`src/rtl/ltc_2656_listener.sv`:
```
// LTC-2656 serial-interface responder: decodes 24/32-bit frames into a behavioral image of the DAC registers.
// Optional LTC2656_LISTENER_SYNC_EN adds a 2-flop synchronizer on every pin input.
module ltc_2656_listener #(
   parameter logic [15:0] RESET_CODE = 16'h0000
) (
   input  logic        clk,
   input  logic        reset,
   input  logic        sck,
   input  logic        sdi,
   input  logic        csld,
   input  logic        ldac_n,
   input  logic        clr_n,
   output logic        frame_valid,
   output logic        frame_error,
   output logic [3:0]  frame_cmd,
   output logic [3:0]  frame_addr,
   output logic [15:0] frame_data,
   input  logic [2:0]  rd_ch,
   output logic [15:0] rd_input,
   output logic [15:0] rd_dac,
   output logic [7:0]  power_down,
   output logic        ref_external
);

   // pin order {clr_n, ldac_n, csld, sdi, sck}; idle levels keep reset from faking an edge
   localparam logic [4:0] PIN_IDLE = 5'b11100;

   logic [4:0] pins_raw, pins_src, pins_r;
   assign pins_raw = {clr_n, ldac_n, csld, sdi, sck};

`ifdef LTC2656_LISTENER_SYNC_EN
   logic [4:0] sync1, sync2;
   always_ff @(posedge clk) begin
      if (reset) begin
         sync1 <= PIN_IDLE;
         sync2 <= PIN_IDLE;
      end else begin
         sync1 <= pins_raw;
         sync2 <= sync1;
      end
   end
   assign pins_src = sync2;
`else
   assign pins_src = pins_raw;
`endif

   logic sck_r, sdi_r, csld_r, ldac_r, clr_r;
   logic sck_d, csld_d;

   always_ff @(posedge clk) begin
      if (reset) begin
         pins_r <= PIN_IDLE;
         sck_d  <= 1'b0;
         csld_d <= 1'b1;
      end else begin
         pins_r <= pins_src;
         sck_d  <= sck_r;
         csld_d <= csld_r;
      end
   end

   assign {clr_r, ldac_r, csld_r, sdi_r, sck_r} = pins_r;

   logic sck_rise, csld_fall, frame_end;
   assign sck_rise  = sck_r & ~sck_d & ~csld_r;
   assign csld_fall = ~csld_r & csld_d;
   assign frame_end = csld_r & ~csld_d;

   // Only the last 24 bits are ever decoded; the leading byte of a 32-bit frame just shifts out.
   logic [23:0] shreg;
   logic [5:0]  bit_count;

   always_ff @(posedge clk) begin
      if (reset) begin
         shreg     <= '0;
         bit_count <= '0;
      end else begin
         if (sck_rise)
            shreg <= {shreg[22:0], sdi_r};
         if (csld_fall)
            bit_count <= '0;
         else if (sck_rise && bit_count != 6'd33)
            bit_count <= bit_count + 6'd1;
      end
   end

   logic [3:0]  cmd, addr;
   logic [15:0] data;
   logic        len_ok, addr_ok, cmd_ok, exec, addr_all;
   assign cmd      = shreg[23:20];
   assign addr     = shreg[19:16];
   assign data     = shreg[15:0];
   assign addr_all = (addr == 4'hF);
   assign len_ok   = (bit_count == 6'd24) || (bit_count == 6'd32);
   assign addr_ok  = ~addr[3] | addr_all;
   assign cmd_ok   = ~cmd[3] | (cmd == 4'hF);
   assign exec     = frame_end & len_ok & addr_ok & cmd_ok;

   logic c0, c1, c2, c3, c4, c5, c6, c7;
   assign c0 = exec & (cmd == 4'h0);
   assign c1 = exec & (cmd == 4'h1);
   assign c2 = exec & (cmd == 4'h2);
   assign c3 = exec & (cmd == 4'h3);
   assign c4 = exec & (cmd == 4'h4);
   assign c5 = exec & (cmd == 4'h5);
   assign c6 = exec & (cmd == 4'h6);
   assign c7 = exec & (cmd == 4'h7);

   logic [7:0][15:0] in_reg, dac_reg, in_next, dac_next;
   logic [7:0]       sel, pd_set, pd_clr;

   // cmd 0x2 updates every DAC from the post-write input image, as LDAC does
   always_comb begin
      for (int i = 0; i < 8; i++) begin
         sel[i]      = addr_all | (~addr[3] & (addr[2:0] == 3'(i)));
         in_next[i]  = (sel[i] & (c0 | c2 | c3)) ? data : in_reg[i];
         dac_next[i] = (~ldac_r | c2 | (sel[i] & (c1 | c3))) ? in_next[i] : dac_reg[i];
         pd_set[i]   = c5 | (sel[i] & c4);
         pd_clr[i]   = c2 | (sel[i] & (c1 | c3));
      end
   end

   always_ff @(posedge clk) begin
      if (reset || !clr_r) begin
         for (int i = 0; i < 8; i++) begin
            in_reg[i]  <= RESET_CODE;
            dac_reg[i] <= RESET_CODE;
         end
      end else begin
         in_reg  <= in_next;
         dac_reg <= dac_next;
      end
   end

   always_ff @(posedge clk) begin
      if (reset) begin
         power_down   <= 8'h00;
         ref_external <= 1'b0;
         frame_valid  <= 1'b0;
         frame_error  <= 1'b0;
         frame_cmd    <= 4'h0;
         frame_addr   <= 4'h0;
         frame_data   <= 16'h0000;
      end else begin
         power_down  <= (power_down & ~pd_clr) | pd_set;
         if (c6)
            ref_external <= 1'b0;
         else if (c7)
            ref_external <= 1'b1;
         frame_valid <= exec;
         frame_error <= frame_end & ~exec;
         if (exec) begin
            frame_cmd  <= cmd;
            frame_addr <= addr;
            frame_data <= data;
         end
      end
   end

   assign rd_input = in_reg[rd_ch];
   assign rd_dac   = dac_reg[rd_ch];

endmodule

```
`config.mk`:
```
export PLATFORM = sky130hd
export DESIGN_NAME = ltc_2656_listener
export DESIGN_NICKNAME = d
export VERILOG_FILES = /design/src/rtl/ltc_2656_listener.sv
export SDC_FILE = /design/constraint.sdc
export NUM_CORES = 1
export LEC_CHECK = 0
export BUFFER_PORTS_ARGS = -buffer_cell sky130_fd_sc_hd__buf_4
export CAP_MARGIN = 25
export CORE_MARGIN = 10
export CORE_UTILIZATION = 30
export CTS_BUF_LIST = sky130_fd_sc_hd__clkbuf_4 sky130_fd_sc_hd__clkbuf_8
export DETAILED_ROUTE_END_ITERATION = 8
export GPL_TIMING_DRIVEN = 0
export SLEW_MARGIN = 10
export SYNTH_ARGS = -nofsm -noshare
export SYNTH_HDL_FRONTEND = slang
export SYNTH_SLANG_ARGS = --single-unit
```
`constraint.sdc`:
```
create_clock -name clk -period 4.5 [get_ports clk]
set_input_delay 0.225 -clock clk [delete_from_list [all_inputs] [get_ports clk]]
set_output_delay 0.225 -clock clk [all_outputs]
set_load 0.1 [all_outputs]
```
==> out/metrics.csv <==
metric;value;unit
finalWorstSetupSlack;1.250;ns
cp_data_required_time;5.02;ns
synth_edf_count;0;
dr.pass1.iters;5;
finalSetupViolCount;0;
slew_violations;0;
grt_pass1_wl;66010;µm
max-vdd-ir-drop;0.1815;mV
finalCritPeriodShare;72.23;%
cts_resized;0;
endpoint_kind;register;
hold_viol;0;
first_global_vias;10980;
fin_hold_ws;0.1925;ns
relSlewSlack;35.76;%
clk_pin_slew;0.06;ns
dr_total_vias;10930;
nets;1481;
path_class;reg -> reg;
max_freq;307.7;MHz
regToRegSetupSlack;1.25;ns
worst_pin_slew;0.9636;ns
yosysUniqueCellTypes;57;
worstSkewPairLatency;0.63;ns
tns;0;ns
pre_cts_ws;1.274;ns
synth.yosys.seq_area_share;47.74;%
rsz0062_at_grt;no;
synthArstFlopShare;0;%
place_inst;2006;
drive_gt1_share;20.68;%
track_usage;15.64;%
gp_congestion;0.8822;
viasPerCell;5.180;
antenna_found_initial;1;
die_x;234.1;µm
die_area;0.05481;mm²
rows;78;
area_growth;18.86;%
htree_levels;2;
clock_skew;0.04418;ns
cap_violations;0;
cts_buffer_depth;3;
cts_tree;yes;
cts_hold_buf;5;
path_cells;inv_1 -> ha_1 -> nand4bb_1 -> a211o_1 -> buf_4 -> o31ai_1 -> clkbuf_1 -> o21ai_0 -> a21oi_1;
power_leakage;6.575;nW
gr-total-overflow;0;
io_buffers;72;
syn_area_per_cell;10.31;µm²
grt_max_degree;15;
slowest_stage;o31ai_1;
ant_nets;0;
syn_area;0.01375;mm²
slowest_delay;0.78;ns
ys_warn_count;0;
wl_per_cell;20.73;µm
wirelength;43740;µm
fillers;4545;
powerDensity;390.1;mW/mm²
dp_hpwl;32370;µm
power;6.377;mW
boundaryPins;77;
status;finished, final reports clean;
arrival;3.77;ns
layout_min_cycle_time;3.250;ns
dominantRegCellSynth;dfxtp_1;
core_region_area;0.04538;mm²
post_cts_buffers;0;
startpoint_type;register;
ys_ff_latch;328;
drc;0;
syn_nets;1347;
worstHoldPathType;in -> reg;
syn_inst;1334;
cts_root_buf;clkbuf_8;
clock_sinks;328;
start_util;30.31;%
final_cells;2110;
die_height;234.1;µm
crit_path_max_fanout;10;
cts_buffers;52;
drtIter0Drc;992;
-- report_power, final --
| group | internal, mW | switching [mW] | leakage [nW] | total (mW) |
|---|---|---|---|---|
| logic | 0.131 | 0.316 | 3.28 | 0.447 |
| clock network | 1.70 | 1.24 | 0.640 | 2.94 |
| registers | 2.96 | 0.0310 | 2.66 | 2.99 |
-- placed cells by master (no fill, tap or decap), types with 12 or more instances in the layout --
cell type	Yosys	layout
clkbuf_4	0	12
mux4_2	64	64
o21ai_0	88	88
nand2_1	62	62
buf_4	5	77
mux2i_1	154	154
a21oi_1	124	124
nor2_1	197	197
a211oi_1	17	17
clkbuf_1	98	98
a221oi_1	23	23
clkbuf_8	0	65
o31ai_1	20	20
buf_2	15	15
dfxtp_1	328	328
mux2_2	32	32
-- cell families after synthesis --
family / count (synthesis) / share of synthesized area (%)
XOR/XNOR: 8 / 0.5095
AND/OR/NAND/NOR: 313 / 10.22
multiplexers: 250 / 24.31
flip-flops: 328 / 47.74
adder cells (fa/ha/maj): 3 / 0.2730
buffers and inverters: 141 / 4.403
AO/OA/AOI/OAI: 291 / 12.55
-- critical path: cells and delay by family (launching register included) --
family	cells	cell delay, ns
compound gates	4	1.53
fa+ha+maj	1	0.16
buf+inv	3	0.82
flops	1	0.35
simple gates	1	0.32
-- cells in the mapped netlist, types with 10 or more instances --
| cell type | count | area (µm²) |
|---|---|---|
| mux4_2 | 64 | 1441 |
| mux2i_1 | 154 | 1541 |
| a211oi_1 | 17 | 127.6 |
| buf_1 | 10 | 37.54 |
| a21oi_1 | 124 | 620.6 |
| nor2_1 | 197 | 739.5 |
| o31ai_1 | 20 | 150.1 |
| a221oi_1 | 23 | 201.4 |
| clkbuf_1 | 98 | 367.9 |
| dfxtp_1 | 328 | 6566 |
| o21ai_0 | 88 | 440.4 |
| buf_2 | 15 | 75.07 |
| mux2_2 | 32 | 360.4 |
| nand2_1 | 62 | 232.7 |
-- through the flow --
step / util (%) / area (µm²)
after floorplan: - / 13750
after global placement: 33.15 / 15040
after detailed placement: 33.15 / 15040
after CTS: 35.94 / 16310
after global routing: 36.02 / 16350
final: 36.02 / 16350
-- per-layer routing --
layer	vias up	global-route usage (%)	wire length [µm]
li1	5053	-	-
met1	5418	19.44	18580
met2	385	26.78	21520
met3	73	2.756	2548
met4	0	5.442	1094
met5	-	0	0
-- final cells by class --
class / count / area [µm²] / share of cell area (%)
Multi-Input combinational cell: 865 / 6581 / 40.26
Sequential cell: 328 / 6566 / 40.17
Clock buffer: 77 / 984.7 / 6.024
Tap cell: 600 / 750.7 / 4.592
Timing Repair Buffer: 80 / 624.3 / 3.819
Buffer: 134 / 579.3 / 3.544
Clock inverter: 18 / 231.5 / 1.416
Inverter: 7 / 26.28 / 0.1607
Antenna cell: 1 / 2.502 / 0.01531
-- path summary, 6_finish.rpt --
check	startpoint	end	cells past startpoint
worst max-delay path	bit_count[0]$_SDFFE_PP0P_	dac_reg[79]$_SDFFE_PP0P_	9
worst min-delay path	reset	bit_count[2]$_SDFFE_PP0P_	3
worst max register to register	bit_count[0]$_SDFFE_PP0P_	dac_reg[79]$_SDFFE_PP0P_	9
worst min register to register	pins_r[1]$_SDFF_PP0_	shreg[0]$_SDFFE_PP0P_	2
No activity file was read; power rests on OpenSTA's default activity.
